### src/rtl/trigger_sequencer_if.sv
// Configuration write channel for trigger_sequencer: valid/ready handshake
// carrying a channel index, register select and data word.
interface trigger_sequencer_if #(
  parameter int NUM_CH        = 4,
  parameter int counter_width = 32
);
  localparam int CH_W = (NUM_CH > 1) ? $clog2(NUM_CH) : 1;

  logic                     cfg_valid;
  logic                     cfg_ready;
  logic [CH_W-1:0]          cfg_ch;
  logic                     cfg_sel;
  logic [counter_width-1:0] cfg_data;

  modport master (output cfg_valid, cfg_ch, cfg_sel, cfg_data, input cfg_ready);
  modport slave  (input cfg_valid, cfg_ch, cfg_sel, cfg_data, output cfg_ready);
endinterface

### src/rtl/trigger_sequencer.sv
// Multi-channel trigger sequencer: one accepted trigger edge launches a
// delayed pulse on every channel with a non-zero width.
//
// state   | meaning
// IDLE    | disarmed, configuration writes accepted, tmax tracked
// ARMED   | waiting for a synchronized trigger edge
// RUNNING | time counter t advancing, channel pulses generated
// HOLDOFF | post-sequence dead time, h counts 0..holdoff
module trigger_sequencer #(
  parameter int NUM_CH        = 4,
  parameter int counter_width = 32,
  parameter int SYNC_STAGES   = 2
) (
  input  logic                     clock,
  input  logic                     reset_n,
  input  logic                     trigger_in,
  input  logic                     arm,
  input  logic                     disarm,
  input  logic                     auto_rearm,
  input  logic [counter_width-1:0] holdoff,
  trigger_sequencer_if.slave       cfg,
  output logic [NUM_CH-1:0]        channel_out,
  output logic                     armed,
  output logic                     busy,
  output logic                     done,
  output logic [15:0]              missed_cnt
);
  localparam int CW1  = counter_width + 1;
  localparam int CH_W = (NUM_CH > 1) ? $clog2(NUM_CH) : 1;

  typedef enum logic [1:0] {IDLE, ARMED, RUNNING, HOLDOFF} state_t;

  state_t                   state, state_nx;
  logic [SYNC_STAGES-1:0]   sync_q;
  logic                     trig_prev;
  logic                     trig_edge;
  logic [counter_width-1:0] delay_q [NUM_CH];
  logic [counter_width-1:0] width_q [NUM_CH];
  logic [CW1-1:0]           end_t   [NUM_CH];
  logic [CW1-1:0]           t;
  logic [counter_width-1:0] h;
  logic [CW1-1:0]           tmax, tmax_nx;
  logic [NUM_CH-1:0]        ch_hit;
  logic                     t_clr, t_inc, h_clr, h_inc;

  assign trig_edge     = sync_q[SYNC_STAGES-1] & ~trig_prev;
  assign armed         = (state == ARMED);
  assign busy          = (state == RUNNING) || (state == HOLDOFF);
  assign cfg.cfg_ready = (state == IDLE);

  // Synchronize the asynchronous trigger and keep the previous level for edge detect.
  always_ff @(posedge clock or negedge reset_n) begin
    if (!reset_n) begin
      sync_q    <= '0;
      trig_prev <= 1'b0;
    end else begin
      sync_q    <= {sync_q[SYNC_STAGES-2:0], trigger_in};
      trig_prev <= sync_q[SYNC_STAGES-1];
    end
  end

  // Per-channel delay/width registers, writable only while IDLE; unknown channels are dropped.
  always_ff @(posedge clock or negedge reset_n) begin
    if (!reset_n) begin
      for (int i = 0; i < NUM_CH; i++) begin
        delay_q[i] <= '0;
        width_q[i] <= '0;
      end
    end else if (cfg.cfg_valid && cfg.cfg_ready) begin
      for (int i = 0; i < NUM_CH; i++) begin
        if (cfg.cfg_ch == CH_W'(i)) begin
          if (cfg.cfg_sel) width_q[i] <= cfg.cfg_data;
          else             delay_q[i] <= cfg.cfg_data;
        end
      end
    end
  end

  // Pulse end times, the sequence length and per-channel window compares, all one bit wider.
  always_comb begin
    tmax_nx = '0;
    ch_hit  = '0;
    for (int i = 0; i < NUM_CH; i++) begin
      end_t[i]  = {1'b0, delay_q[i]} + {1'b0, width_q[i]};
      ch_hit[i] = (t >= {1'b0, delay_q[i]}) && (t < end_t[i]);
      if ((width_q[i] != '0) && (end_t[i] > tmax_nx)) tmax_nx = end_t[i];
    end
  end

  // Sequence length is frozen outside IDLE so it cannot move under a running sequence.
  always_ff @(posedge clock or negedge reset_n) begin
    if (!reset_n)           tmax <= '0;
    else if (state == IDLE) tmax <= tmax_nx;
  end

  // State register.
  always_ff @(posedge clock or negedge reset_n) begin
    if (!reset_n) state <= IDLE;
    else          state <= state_nx;
  end

  // Next-state, counter controls and the done strobe; disarm overrides everything else.
  always_comb begin
    state_nx = state;
    done     = 1'b0;
    t_clr    = 1'b0;
    t_inc    = 1'b0;
    h_clr    = 1'b0;
    h_inc    = 1'b0;
    case (state)
      IDLE: begin
        if (arm && !disarm) state_nx = ARMED;
      end
      ARMED: begin
        if (disarm) state_nx = IDLE;
        else if (trig_edge) begin
          state_nx = RUNNING;
          t_clr    = 1'b1;
        end
      end
      RUNNING: begin
        if (disarm) state_nx = IDLE;
        else if (t == tmax) begin
          state_nx = HOLDOFF;
          done     = 1'b1;
          h_clr    = 1'b1;
        end else t_inc = 1'b1;
      end
      HOLDOFF: begin
        if (disarm) state_nx = IDLE;
        else if (h == holdoff) state_nx = auto_rearm ? ARMED : IDLE;
        else h_inc = 1'b1;
      end
      default: state_nx = IDLE;
    endcase
  end

  // Sequence time and holdoff counters.
  always_ff @(posedge clock or negedge reset_n) begin
    if (!reset_n) begin
      t <= '0;
      h <= '0;
    end else begin
      if (t_clr)      t <= '0;
      else if (t_inc) t <= t + 1'b1;
      if (h_clr)      h <= '0;
      else if (h_inc) h <= h + 1'b1;
    end
  end

  // Registered channel pulses; an abort forces them low on the following cycle.
  always_ff @(posedge clock or negedge reset_n) begin
    if (!reset_n)                           channel_out <= '0;
    else if ((state == RUNNING) && !disarm) channel_out <= ch_hit;
    else                                    channel_out <= '0;
  end

  // Count trigger edges that arrive while a sequence or its holdoff is in progress.
  always_ff @(posedge clock or negedge reset_n) begin
    if (!reset_n) missed_cnt <= '0;
    else if (trig_edge && busy && (missed_cnt != 16'hFFFF)) missed_cnt <= missed_cnt + 16'd1;
  end
endmodule
### src/flat_wrapper.sv
// flat-port wrapper written by rule: the top's interface ports become plain ports
module trigger_sequencer_flat 
#(
  parameter int NUM_CH        = 4,
  parameter int counter_width = 32,
  parameter int SYNC_STAGES   = 2
)
  (clock, reset_n, trigger_in, arm, disarm, auto_rearm, holdoff, channel_out, armed, busy, done, missed_cnt, cfg_cfg_valid, cfg_cfg_ch, cfg_cfg_sel, cfg_cfg_data, cfg_cfg_ready);
  trigger_sequencer_if #(.NUM_CH(NUM_CH), .counter_width(counter_width)) cfg_i ();
  input  logic clock;
  input  logic reset_n;
  input  logic trigger_in;
  input  logic arm;
  input  logic disarm;
  input  logic auto_rearm;
  input  logic [counter_width-1:0] holdoff;
  output logic [NUM_CH-1:0] channel_out;
  output logic armed;
  output logic busy;
  output logic done;
  output logic [15:0] missed_cnt;
  input wire logic [$bits(cfg_i.cfg_valid)-1:0] cfg_cfg_valid;
  input wire logic [$bits(cfg_i.cfg_ch)-1:0] cfg_cfg_ch;
  input wire logic [$bits(cfg_i.cfg_sel)-1:0] cfg_cfg_sel;
  input wire logic [$bits(cfg_i.cfg_data)-1:0] cfg_cfg_data;
  output wire logic [$bits(cfg_i.cfg_ready)-1:0] cfg_cfg_ready;
  assign cfg_i.cfg_valid = cfg_cfg_valid;
  assign cfg_i.cfg_ch = cfg_cfg_ch;
  assign cfg_i.cfg_sel = cfg_cfg_sel;
  assign cfg_i.cfg_data = cfg_cfg_data;
  assign cfg_cfg_ready = cfg_i.cfg_ready;
  trigger_sequencer #(.NUM_CH(NUM_CH), .counter_width(counter_width), .SYNC_STAGES(SYNC_STAGES)) u_core (.clock(clock), .reset_n(reset_n), .trigger_in(trigger_in), .arm(arm), .disarm(disarm), .auto_rearm(auto_rearm), .holdoff(holdoff), .cfg(cfg_i), .channel_out(channel_out), .armed(armed), .busy(busy), .done(done), .missed_cnt(missed_cnt));
endmodule
### config.mk
export PLATFORM = sky130hd
export DESIGN_NAME = trigger_sequencer_flat
export DESIGN_NICKNAME = d
export VERILOG_FILES = /design/src/rtl/trigger_sequencer_if.sv /design/src/rtl/trigger_sequencer.sv /design/src/flat_wrapper.sv
export SDC_FILE = /design/constraint.sdc
export NUM_CORES = 1
export LEC_CHECK = 0
export ABC_CLOCK_PERIOD_IN_PS = 13400
export CAP_MARGIN = 20
export CORE_MARGIN = 5
export CORE_UTILIZATION = 45
export CTS_BUF_LIST = sky130_fd_sc_hd__clkbuf_2 sky130_fd_sc_hd__clkbuf_4 sky130_fd_sc_hd__clkbuf_8
export DETAILED_ROUTE_END_ITERATION = 16
export SYNTH_ARGS = -nofsm -noshare
export SYNTH_HDL_FRONTEND = slang
export SYNTH_SLANG_ARGS = --single-unit
### constraint.sdc
create_clock -name clock -period 13.4 [get_ports clock]
set_input_delay 2.68 -clock clock [delete_from_list [all_inputs] [get_ports clock]]
set_output_delay 2.68 -clock clock [all_outputs]
set_load 0.05 [all_outputs]
=== Word level (Yosys, flattened, before mapping) ===
Cells that the tools add are included.

* Flip-flop bits (word level): 379
* Output and inout port bits: 24
* Word-level logic and storage cells: 113

* Eq/ne operators: 13
* Add/subtract/negate cells: 7
* Reductions and logical operators: 32
* Magnitude comparators: 12
* Mux-type cells: 30
* Bitwise logic cells: 3

{| class="wikitable"
|+ Operators by type and width
! cell !! number
|-
| 33-bit 2-to-1 mux || 6
|-
| 32-bit by 32-bit adder with 33-bit output || 4
|-
| 33-bit by 32-bit greater-or-equal comparator with 1-bit output || 4
|-
| 33-bit less-than comparator || 4
|-
| 32-bit nonzero test || 4
|-
| 33-bit > comparator || 3
|-
| 32-bit 2-to-1 mux || 2
|-
| 33-bit by 1-bit adder with 33-bit output (second input constant) || 1
|-
| 33-bit equality test || 1
|-
| 33-bit by 1-bit > comparator with 1-bit output (second input constant) || 1
|-
| 32-bit by 1-bit adder with 32-bit output (second input constant) || 1
|-
| 32-bit equality test || 1
|-
| 3-bit AND reduction || 8
|-
| 16-bit by 1-bit adder with 16-bit output (second input constant) || 1
|-
| 16-bit inequality test (second input constant) || 1
|-
| 2-bit 2-to-1 mux || 7
|-
| 1-bit logical AND || 13
|-
| 1-bit 2-to-1 mux || 13
|-
| 2-bit equality test (second input constant) || 4
|-
| 2-bit case mux with 4 select lines || 1
|-
| 3-bit by 2-bit inequality test with 1-bit output (second input constant) || 2
|-
| 2-bit by 1-bit equality test with 1-bit output (second input constant) || 2
|-
| 2-bit logical NOT || 2
|-
| 4-bit 2-to-1 mux || 1
|-
| 8 further kinds || 10
|}

=== Depth between registers and ports, before layout ===
* Depth in word-level cells: 13
* Mapped depth: 54
* Depth with buffers taken out: 46

=== Worst setup path after synthesis ===
No wires, ideal clock.

* Path type: register to register
* Start point: reg u_core.width_q[96] in the netlist's numbering
* End point: reg u_core.tmax[17]
* Buffers on the path: 10
* Clock period less this slack: 9,904 ps
* Cell stages (with the launch flop): 53
* Arrival: 9,774 ps
* Library setup time: 130 ps
* Path slack: 3,496 ps
* Data required time: 13,270 ps
* Path through: dfrtp_1 -> ha_1 -> inv_1 -> fa_1 -> nand2b_1 -> a21oi_1 -> mux2_2 -> nor2_1 -> o2111ai_1 -> nor4_1 -> nand4_1 -> a2111oi_2 -> a41oi_2 -> buf_6 -> o21ai_0 -> ha_1 -> nor2_1 -> o2bb2ai_1 -> [... 17 more ...] -> buf_1 -> clkbuf_1 -> clkbuf_1 -> o21ai_0 -> ha_1 -> a21o_1 -> a21o_1 -> a21o_1 -> a21o_1 -> a21oi_1 -> o21ai_0 -> a21oi_1 -> a2bb2oi_1 -> clkbuf_1 -> buf_1 -> nor2_1 -> a22oi_1 -> o21ai_0

* Longest elaborated chain between the ends: 13
* Elaborated cells between the ends (all ways): 14

{| class="wikitable"
|+ RTL lines
! item !! RTL line !! text
|-
| start, declared || trigger_sequencer.sv:38 || <nowiki>logic [counter_width-1:0] width_q [NUM_CH];</nowiki>
|-
| start signal, assigned by index || trigger_sequencer.sv:72 || <nowiki>if (cfg.cfg_sel) width_q[i] <= cfg.cfg_data;</nowiki>
|-
| 32-bit by 32-bit adder with 33-bit output || trigger_sequencer.sv:84 || <nowiki>end_t[i] = {1'b0, delay_q[i]} + {1'b0, width_q[i]};</nowiki>
|-
| 33-bit by 1-bit > comparator with 1-bit output || trigger_sequencer.sv:86 || <nowiki>if ((width_q[i] != '0) && (end_t[i] > tmax_nx)) tmax_nx = end_t[i];</nowiki>
|-
| 1-bit logical AND || trigger_sequencer.sv:86 ||
|-
| 33-bit 2-to-1 mux * || trigger_sequencer.sv:86 ||
|-
| 33-bit > comparator || trigger_sequencer.sv:86 ||
|-
| 1-bit logical AND || trigger_sequencer.sv:86 ||
|-
| 33-bit 2-to-1 mux * || trigger_sequencer.sv:86 ||
|-
| 33-bit > comparator || trigger_sequencer.sv:86 ||
|-
| 1-bit logical AND || trigger_sequencer.sv:86 ||
|-
| 33-bit 2-to-1 mux * || trigger_sequencer.sv:86 ||
|-
| 33-bit > comparator || trigger_sequencer.sv:86 ||
|-
| 1-bit logical AND || trigger_sequencer.sv:86 ||
|-
| 33-bit 2-to-1 mux * || trigger_sequencer.sv:86 ||
|-
| end signal, assigned || trigger_sequencer.sv:93 || <nowiki>else if (state == IDLE) tmax <= tmax_nx;</nowiki>
|-
| end, declared || trigger_sequencer.sv:42 || <nowiki>logic [CW1-1:0] tmax, tmax_nx;</nowiki>
|}

Every way passes the cells marked *; elsewhere a longest branch is shown, timed or not.
A chain may end at the register's enable or synchronous reset.

=== Worst setup path after layout ===
* Start point: reg u_core.width_q[96] in the netlist's numbering
* End point: reg u_core.tmax[30]

The elaborated chain is that of the path after synthesis.

==> results.yml <==
drt:
  top_layer_used: "met4"
  drtPass1Iterations: 5
  wl_met1_mm: 51.20
  wl_met2_mm: 48.66
  via_per_inst: 5.869
  wl_mm: 110.4
  vias: 27610
  wire_per_inst_um: 23.47
  drt-initial-drc-count: 2421
  wl_met3_mm: 7.111
  antenna_left: 0
  drc: 0
synthesis:
  syn-num-nets: 4122
  synth.most_common_cell: "ha_1"
  yosysTopAreaCell: "dfrtp_1"
  synth_cells: 3558
  synth_area_leaders: "dfrtp_1 (29%), ha_1 (19%), mux2_2 (7.5%), inv_1 (3.4%), o21ai_0 (3.3%)"
  synth-warning-count: 0
  yosys-top-cells-count: "ha_1 (486), dfrtp_1 (379), inv_1 (296)"
  synth_top_family_by_area: "adder cells"
  synth_xor_area_share_pct: 6.388
  synth_seq_cells: 379
  post-synth-top-area-fraction_pct: 29.33
  synth_cell_type_count: 88
  synth_area_per_cell_um2: 9.089
  synth_edf_count: 0
  synth_fa_ha_area_share_pct: 19.05
  yosys-mux-area-fraction_pct: 8.369
  synth_area_um2: 32340
  synth_flop_cell: "dfrtp_1"
  synth-simple-area-share_pct: 15.06
  async_flop_share_pct: 100.0
  ys_seq_area_share_pct: 29.33
  synth-compound-area-share_pct: 17.21
floorplanning:
  die_h_um: 278.1
  rows: 98
  start_util_pct: 45.32
  coreArea_um2: 71360
  io_pins: 98
  die_area_um2: 77330
  die_x_um: 278.1
layout:
  seqCellArea_um2: 9484
  multiInputGateArea_um2: 21450
  nFillCells: 6878
  final_cells: 4704
  areaGrowthSynthToFinish_pct: 12.18
  drive_gt1_share_pct: 12.69
  final_nets: 4261
clock_tree:
  ctsHoldBuffers: 0
  path_clk_slew_ps: 70
  cts_num_sinks: 379
  cts_buffers: 75
  cts_setup_buffers: 0
  insertion_delay_ps: 700
  root_buffer: "clkbuf_8"
  clockBufferDepth: 3
  cts_tree: "yes"
  cts_resized: 0
  cts_max_level: 3
setup_path:
  worst_setup_path_end_kind: "flop"
  crit_buf_inv: 4
  slowest_delay_ps: 590
  critPathMaxFanout: 40
  critical_path_class: "flop to flop"
  worstPathArrival_ps: 12210
  cp-start-kind: "flop"
  cpMostUsedCell: "o21ai_0"
  required_ps: 13970
  cp_top_family: "compound AO/OA/AOI/OAI gates"
  cp.depth: 45
  cp_slowest_cell: "and2_0"
  r2r_cells: 45
min_path:
  holdPathStages: 0
  hp-class: "flop to flop"
sta:
  fmax_mhz: 85.92
  worst_slew_pin_slew_ps: 1167
  setup_viol: 0
  hold_viol: 0
  period_needed_ps: 11640
  relSlewSlack_pct: 21.38
  slew_viol_final: 0
  setup_tns_ps: 0
  rsz0062_at_grt: "false"
  fin_worst_skew_ps: 38.13
  finalCritPeriodShare_pct: 86.86
grt:
  grt_pass1_vias: 26740
  grt.overflow.total: 0
  grt.total_usage_pct: 27.90
  grt_first_pass_wirelength_mm: 166.9
  grt_antenna_before_repair: 7
  grt_max_degree: 164
run:
  cap_viol_max_count: 0
outcome:
  status: "finished, final reports clean"
place:
  io_buffers: 97
  gp_congestion: 0.9494
  placedCellCount: 4569
  hpwl_mm: 84.03
## area by class of cell
class                           instances  share of cell area [%]
Antenna cell                            2                 0.01380
Tap cell                              950                   3.277
Clock inverter                         12                  0.4139
Multi-Input combinational cell       2792                   59.12
Timing Repair Buffer                  153                   3.918
Sequential cell                       379                   26.14
Clock buffer                          120                   4.053
Inverter                              296                   3.063
## stage by stage
stage / setup slack (ps) / area [um2] / utilization [%] / hold WS, ps
6_report: 1761 / 36280 / 50.83 / 363.4
5_1_grt: 1080 / 36280 / 50.83 / 389.4
4_1_cts: 1814 / 36250 / 50.80 / 366.4
3_5_place_dp: 1817 / 34630 / 48.53 / 344.3
3_3_place_gp: 1923 / 34630 / 48.53 / 344.0
2_1_floorplan: 3496 / 32340 / - / 331.2
## sequential cells by signal (all words and copies together), names as in the netlist
signal	flops
u_core.tmax	33
u_core.trig_prev	1
u_core.h	32
u_core.delay_q	128
u_core.width_q	128
u_core.channel_out	4
u_core.sync_q	2
u_core.t	33
u_core.state	2
u_core.missed_cnt	16
## path summary, 6_finish.rpt
check / from / slack [ps] / endpoint
setup / recovery: u_core.width_q[96] / 1760 / u_core.tmax[30]
hold / removal: u_core.sync_q[0] / 360 / u_core.sync_q[1]
setup reg to reg: u_core.width_q[96] / 1760 / u_core.tmax[30]
hold reg to reg: u_core.sync_q[0] / 360 / u_core.sync_q[1]
max in group asynchronous: reset_n / 9920 / u_core.delay_q[106]
min in group asynchronous: reset_n / 1980 / u_core.delay_q[26]
## per-layer routing
metal | GRT usage (%) | vias to the layer above
li1 | - | 13170
met3 | 4.354 | 175
met1 | 40.30 | 13430
met2 | 43.59 | 842
met5 | 0 | -
met4 | 7.937 | 0
## cell usage in the layout (no fill, tap or decap), types with 21 or more instances in the layout
cell type	count
a211oi_1	28
a21oi_1	205
nor2_1	218
and3_1	34
clkbuf_8	91
nor4_1	49
a21o_1	139
o21ai_0	214
clkbuf_4	29
xnor2_1	116
buf_4	54
nand3_1	70
mux2_2	215
o21bai_1	21
nand4_1	105
ha_1	486
o211ai_1	23
nor2b_1	53
inv_1	296
a31oi_1	21
xor2_1	118
o21a_1	50
nand2b_1	54
dfrtp_1	379
mux2i_1	27
nand2_1	245
clkdlybuf4s50_1	96
nor3_1	37
## cells by family (layout without fill, tap and decap cells)
logic type | count (synthesis) | after routing
compound gates | 852 | 852
xor+xnor | 235 | 235
fa+ha+maj | 490 | 490
buf+inv | 387 | 581
flops | 379 | 379
mux | 243 | 243
other cells | 0 | 2
simple gates | 972 | 972
Power is left out: the tool's default activity adds up to more than one toggle a clock period on the data nets, which glitch-free logic cannot reach.
